==> config.mk <==
export PLATFORM = sky130hd
export DESIGN_NAME = dac_sample_sched
export DESIGN_NICKNAME = d
export VERILOG_FILES = /design/src/rtl/dac_sched_pkg.sv /design/src/rtl/dac_sample_fifo.sv /design/src/rtl/dac_sample_sched.sv
export SDC_FILE = /design/constraint.sdc
export NUM_CORES = 1
export LEC_CHECK = 0
export ABC_CLOCK_PERIOD_IN_PS = 4900
export CAP_MARGIN = 10
export CORE_MARGIN = 2
export CORE_UTILIZATION = 60
export DETAILED_ROUTE_END_ITERATION = 10
export HOLD_SLACK_MARGIN = 0.06
export PLACE_DENSITY = 0.83
export REMOVE_ABC_BUFFERS = 1
export SYNTH_ARGS = -nofsm -noshare
export SYNTH_HDL_FRONTEND = slang
export SYNTH_SLANG_ARGS = --single-unit
==> constraint.sdc <==
create_clock -name CLK -period 4.9 [get_ports CLK]
set_clock_uncertainty 0.05 [all_clocks]
set_input_delay 0.98 -clock CLK [delete_from_list [all_inputs] [get_ports CLK]]
set_output_delay 0.98 -clock CLK [all_outputs]
set_load 0.005 [all_outputs]
==> src/rtl/dac_sched_pkg.sv <==
// Shared types for the DAC sample scheduler: output-state encoding and the
// excess-2**MSBI midscale code.
package dac_sched_pkg;

  typedef enum logic [1:0] {
    RUN       = 2'd0,
    RAMP_DOWN = 2'd1,
    MUTED     = 2'd2,
    RAMP_UP   = 2'd3
  } sched_state_e;

  function automatic int unsigned midscale(input int unsigned msbi);
    return 32'd1 << msbi;
  endfunction

endpackage

==> src/rtl/dac_sample_fifo.sv <==
// Synchronous show-ahead FIFO: rd_data always presents the oldest entry.
// Writes when full and reads when empty are ignored.
module dac_sample_fifo #(
  parameter int WIDTH = 8,
  parameter int DEPTH = 4
) (
  input  logic             clk,
  input  logic             rst,
  input  logic             wr_en,
  input  logic [WIDTH-1:0] wr_data,
  input  logic             rd_en,
  output logic [WIDTH-1:0] rd_data,
  output logic             full,
  output logic             empty
);

  localparam int AW = $clog2(DEPTH);

  // One extra pointer bit distinguishes full from empty when the indices match.
  logic [AW:0]      wr_ptr_q, wr_ptr_d;
  logic [AW:0]      rd_ptr_q, rd_ptr_d;
  logic [WIDTH-1:0] mem_q [DEPTH];
  logic             do_wr, do_rd;

  always_comb begin
    empty    = (wr_ptr_q == rd_ptr_q);
    full     = (wr_ptr_q[AW] != rd_ptr_q[AW]) && (wr_ptr_q[AW-1:0] == rd_ptr_q[AW-1:0]);
    do_wr    = wr_en && !full;
    do_rd    = rd_en && !empty;
    wr_ptr_d = do_wr ? wr_ptr_q + 1'b1 : wr_ptr_q;
    rd_ptr_d = do_rd ? rd_ptr_q + 1'b1 : rd_ptr_q;
    rd_data  = mem_q[rd_ptr_q[AW-1:0]];
  end

  always_ff @(posedge clk or posedge rst) begin
    if (rst) begin
      wr_ptr_q <= '0;
      rd_ptr_q <= '0;
    end else begin
      wr_ptr_q <= wr_ptr_d;
      rd_ptr_q <= rd_ptr_d;
    end
  end

  // NOTE: storage is deliberately not reset; the pointers alone define which entries are valid.
  always_ff @(posedge clk) begin
    if (do_wr) mem_q[wr_ptr_q[AW-1:0]] <= wr_data;
  end

endmodule

==> src/rtl/dac_sample_sched.sv <==
// Sample scheduler for the sigma-delta DAC: CEN divider, OSR sample ticks,
// PCM FIFO, underflow flag and mute. DAC_SOFT_MUTE_EN enables the ramped mute.
module dac_sample_sched #(
  parameter int MSBI       = 7,
  parameter int CEN_DIV    = 4,
  parameter int OSR        = 64,
  parameter int FIFO_DEPTH = 4,
  parameter int RAMP_STEP  = 1
) (
  input  logic          CLK,
  input  logic          RESET,
  input  logic [MSBI:0] in_data,
  input  logic          in_valid,
  output logic          in_ready,
  input  logic          mute,
  input  logic          underflow_clr,
  output logic [MSBI:0] dac_data,
  output logic          dac_cen,
  output logic          sample_strobe,
  output logic          underflow
);

  import dac_sched_pkg::*;

  localparam int DW = MSBI + 1;
  localparam int CW = (CEN_DIV > 1) ? $clog2(CEN_DIV) : 1;
  localparam int OW = $clog2(OSR);
  localparam logic [CW-1:0] CEN_LAST = CW'(CEN_DIV - 1);
  localparam logic [OW-1:0] OSR_LAST = OW'(OSR - 1);
  localparam logic [DW-1:0] MID      = DW'(midscale(MSBI));
  // Steps at least as large as the code range just mean "snap immediately".
  localparam logic [DW-1:0] STEP     = (RAMP_STEP >= (1 << DW)) ? '1 : DW'(RAMP_STEP);

  logic [CW-1:0] cen_cnt_q, cen_cnt_d;
  logic          dac_cen_q, dac_cen_d;
  logic [OW-1:0] osr_cnt_q, osr_cnt_d;
  logic          sample_strobe_q, sample_strobe_d;
  logic          underflow_q, underflow_d;
  logic [DW-1:0] cur_sample_q, cur_sample_d;
  logic [DW-1:0] dac_data_q, dac_data_d;
  sched_state_e  state_q, state_d;
  logic          tick;
  logic          fifo_push, fifo_pop, fifo_full, fifo_empty;
  logic [DW-1:0] fifo_rd_data;

  // Moves one ramp step from 'from' toward 'to', landing exactly on 'to' when close.
  function automatic logic [DW-1:0] step_toward(input logic [DW-1:0] from,
                                                input logic [DW-1:0] to);
    logic signed [DW:0] diff;
    diff = $signed({1'b0, to}) - $signed({1'b0, from});
    if (diff > $signed({1'b0, STEP}))       return from + STEP;
    else if (diff < -$signed({1'b0, STEP})) return from - STEP;
    else                                    return to;
  endfunction

  dac_sample_fifo #(
    .WIDTH (DW),
    .DEPTH (FIFO_DEPTH)
  ) u_fifo (
    .clk     (CLK),
    .rst     (RESET),
    .wr_en   (fifo_push),
    .wr_data (in_data),
    .rd_en   (fifo_pop),
    .rd_data (fifo_rd_data),
    .full    (fifo_full),
    .empty   (fifo_empty)
  );

  // dac_cen is registered from the next count so it is low during reset even when CEN_DIV=1.
  always_comb begin
    cen_cnt_d       = (cen_cnt_q == CEN_LAST) ? '0 : cen_cnt_q + 1'b1;
    dac_cen_d       = (cen_cnt_d == CEN_LAST);
    osr_cnt_d       = osr_cnt_q;
    if (dac_cen_q) osr_cnt_d = (osr_cnt_q == OSR_LAST) ? '0 : osr_cnt_q + 1'b1;
    tick            = dac_cen_q && (osr_cnt_q == OSR_LAST);
    sample_strobe_d = tick;
    fifo_push       = in_valid && !fifo_full;
    fifo_pop        = tick && !fifo_empty;
    cur_sample_d    = fifo_pop ? fifo_rd_data : cur_sample_q;
    underflow_d     = underflow_q;
    if (tick && fifo_empty) underflow_d = 1'b1;
    else if (underflow_clr) underflow_d = 1'b0;
  end

`ifdef DAC_SOFT_MUTE_EN
  always_comb begin
    sched_state_e eff;
    eff        = state_q;
    state_d    = state_q;
    dac_data_d = dac_data_q;
    if (tick) begin
      // A mute change takes effect on the very tick that observes it.
      case (state_q)
        RUN:     eff = mute ? RAMP_DOWN : RUN;
        MUTED:   eff = mute ? MUTED : RAMP_UP;
        default: eff = mute ? RAMP_DOWN : RAMP_UP;
      endcase
      case (eff)
        RUN: begin
          dac_data_d = cur_sample_d;
          state_d    = RUN;
        end
        RAMP_DOWN: begin
          dac_data_d = step_toward(dac_data_q, MID);
          state_d    = (dac_data_d == MID) ? MUTED : RAMP_DOWN;
        end
        RAMP_UP: begin
          dac_data_d = step_toward(dac_data_q, cur_sample_d);
          state_d    = (dac_data_d == cur_sample_d) ? RUN : RAMP_UP;
        end
        default: begin
          dac_data_d = MID;
          state_d    = MUTED;
        end
      endcase
    end
  end
`else
  always_comb begin
    state_d    = state_q;
    dac_data_d = dac_data_q;
    if (tick) begin
      state_d    = mute ? MUTED : RUN;
      dac_data_d = mute ? MID : cur_sample_d;
    end
  end
`endif

  // NOTE: sequential state uses non-blocking assignments; RESET is asynchronous, so it sits in the sensitivity list.
  always_ff @(posedge CLK or posedge RESET) begin
    if (RESET) begin
      cen_cnt_q       <= '0;
      dac_cen_q       <= 1'b0;
      osr_cnt_q       <= '0;
      sample_strobe_q <= 1'b0;
      underflow_q     <= 1'b0;
      cur_sample_q    <= MID;
      dac_data_q      <= MID;
      state_q         <= RUN;
    end else begin
      cen_cnt_q       <= cen_cnt_d;
      dac_cen_q       <= dac_cen_d;
      osr_cnt_q       <= osr_cnt_d;
      sample_strobe_q <= sample_strobe_d;
      underflow_q     <= underflow_d;
      cur_sample_q    <= cur_sample_d;
      dac_data_q      <= dac_data_d;
      state_q         <= state_d;
    end
  end

  assign in_ready      = !fifo_full;
  assign dac_data      = dac_data_q;
  assign dac_cen       = dac_cen_q;
  assign sample_strobe = sample_strobe_q;
  assign underflow     = underflow_q;

endmodule

==> reports/metrics.cfg <==
[outcome]
status=finished, final reports clean

[clocking]
cts_setup_buffers=0
cts_hold_buf=0
cts-resized-gates=0
cts_tree=yes
h-tree-depth=3
numCtsBuffers=9
clock_sinks=65
path_clk_slew_ns=0.07
clkLatencyLatePin_ns=0.33
clockBufferDepth=2
cts-root-buf=clkbuf_8

[power]
switching_share=0.260
p_int_mw=0.965
p_per_area_nw_per_um2=405
clkPwrFrac=0.336
comb_power_share=0.146
seq_power_share=0.518
vdd_ir_drop_max_mv=0.265
switching_power_mw=0.338
p_leak_nw=1.34

[detailed_routing]
wl_per_cell_um=16.5
drc=0
drt_iter0_markers=85
drtAntennaViolNets=0
wl_met2_um=2140
routed_wl_um=4210
num_vias=1414
drt-met1-wl_um=1820
via_per_inst=5.55
route.met3.wl_um=158
top_layer_used=met4
first_pass_iters=4

[synthesis]
yosys.area.top_type_share=0.350
synth_edf_count=32
yosysTopAreaCell=edfxtp_1
yosysWarnings=0
synth_most_common_cell=edfxtp_1
synth_area_leaders=edfxtp_1 35%, dfrtp_1 28%, mux4_1 4.8%
ys_types=30
synth_seq_cells=65
syn_area_um2=2740
syn-instance-count=167
postSynthAreaPerCell_um2=16.4
synthArstFlopShare=0.508
synth_common_cells=32 x edfxtp_1, 31 x dfrtp_1, 13 x nand2_1
ys_seq_area_frac=0.652
ys.flop_type=edfxtp_1

[sta]
fmaxAchievable_mhz=332
worst_pin_slew_ns=0.602
setup_tns_ns=0
slew_headroom=0.598
setup_viol_count_final=0
rsz0062_at_grt=no
fin_crit_sh=0.614
fin_ws_ns=1.89
drv_slew=0
finalHoldViolations=0
min_period_ns=3.01

[worst_setup_path]
worstSetupEndpointType=primary output
worstPathRequired_ns=3.87
start_kind=register
crit_fanout=11
arrival_ns=1.98
crit_type=reg -> out
r2r_slack_ns=2.75

[grt]
grt_max_degree=34
antenna_found_initial=0
first_global_vias=1502
grt_pass1_wl_um=7200
overflow=0
track_usage=0.193

[layout]
antennaDiodeCount=0
area_growth_pct=17.3
final_core_util=0.734
fin_nets=219
layout-drive-gt1-share=0.197

[floorplan]
die-area_um2=5130
dieWidth_um=71.6
die_height_um=71.6
fp.coreArea_um2=4380
io_pins=25
rows=24
initial_core_util=0.626

[placement]
gp_congestion=0.765
dpl_worst_slack_ns=2.23
hpwl_um=2890
io_buffer_count=24

[flow_run]
drv_cap=0

[min_path]
hold_class=reg -> reg

-- cells by family (layout without fill, tap and decap cells) --
| kind of cell | after synthesis | after routing | share of synthesized area |
|---|---|---|---|
| compound gates | 13 | 13 | 0.0292 |
| xor+xnor | 10 | 10 | 0.0401 |
| fa+ha+maj | 8 | 8 | 0.0365 |
| buf+inv | 14 | 50 | 0.0274 |
| flops | 65 | 65 | 0.652 |
| mux | 27 | 27 | 0.158 |
| simple gates | 30 | 30 | 0.0566 |
-- critical path, cell delays in order (launching register included) --
cell             delay (ns)
dfrtp_1                0.73
xnor2_2                0.17
nand3b_1               0.21
clkdlybuf4s50_1        0.54
-- stage by stage --
stage	instance area (um2)	instances	total power, mW	hold WS, ns
CTS	3210	254	1.32	0.424
global placement	3010	238	0.865	0.388
global route	3220	255	1.36	0.444
detailed placement	3010	238	0.880	0.400
floorplan	2700	161	0.816	0.378
finish	3220	255	1.30	0.419
-- final timing paths --
path / startpoint / cells past startpoint / to
worst min-delay path: cen_cnt_q[0] / 1 / cen_cnt_q[0]
min in group asynchronous: RESET / 3 / dac_data[2]
worst max register to register: u_fifo.rd_ptr_q[0] / 4 / u_fifo.rd_ptr_q[1]
worst min register to register: cen_cnt_q[0] / 1 / cen_cnt_q[0]
max in group asynchronous: RESET / 3 / cur_sample_q[7]
worst max-delay path: u_fifo.rd_ptr_q[0] / 3 / in_ready
-- cell type report --
| type | instances | area, um2 |
|---|---|---|
| Clock inverter | 7 | 71.3 |
| Clock buffer | 9 | 124 |
| Tap cell | 52 | 65.1 |
| Fill cell | 261 | 1170 |
| Inverter | 8 | 30.0 |
| Multi-Input combinational cell | 88 | 878 |
| Timing Repair Buffer | 26 | 259 |
| Sequential cell | 65 | 1790 |
-- placed cells by master, fill, tap and decap left out, types with 2 or more instances in the layout --
master | Yosys | layout
and3_1 | 4 | 4
clkbuf_8 | 0 | 9
clkdlybuf4s50_1 | 0 | 24
clkinv_2 | 0 | 2
clkinvlp_4 | 0 | 3
dfrtp_1 | 31 | 31
dfstp_2 | 2 | 2
edfxtp_1 | 32 | 32
ha_1 | 8 | 8
inv_1 | 8 | 8
mux2_2 | 3 | 3
mux2_4 | 8 | 8
mux2i_1 | 8 | 8
mux4_1 | 5 | 5
mux4_2 | 3 | 3
nand2_1 | 13 | 13
nand3_1 | 2 | 2
nand4_1 | 3 | 3
nor2_1 | 2 | 2
o21ai_0 | 9 | 9
or3_1 | 2 | 2
xnor2_1 | 4 | 4
xnor2_2 | 3 | 3
xor2_1 | 3 | 3
-- metal layers --
| metal | vias up | GRT usage |
|---|---|---|
| met1 | 693 | 0.250 |
| met2 | 31 | 0.292 |
| li1 | 681 | - |
| met4 | 0 | 0.0881 |
| met3 | 9 | 0.0745 |
| met5 | - | 0 |
-- power by group through the flow --
stage | registers [mW] | clock network [mW] | logic [mW]
2_1_floorplan | 0.678 | 0 | 0.138
3_3_place_gp | 0.683 | 0 | 0.183
3_5_place_dp | 0.687 | 0 | 0.192
4_1_cts | 0.676 | 0.447 | 0.193
5_1_grt | 0.681 | 0.470 | 0.210
6_report | 0.676 | 0.438 | 0.190
-- flip-flops by register name, indices dropped and copies added, names as in the netlist --
signal	cells
cur_sample_q	8
osr_cnt_q	6
cen_cnt_q	2
dac_cen	1
dac_data	8
u_fifo.mem_q	32
u_fifo.wr_ptr_q	3
sample_strobe	1
underflow	1
u_fifo.rd_ptr_q	3
(Power assumes the default switching activity.)
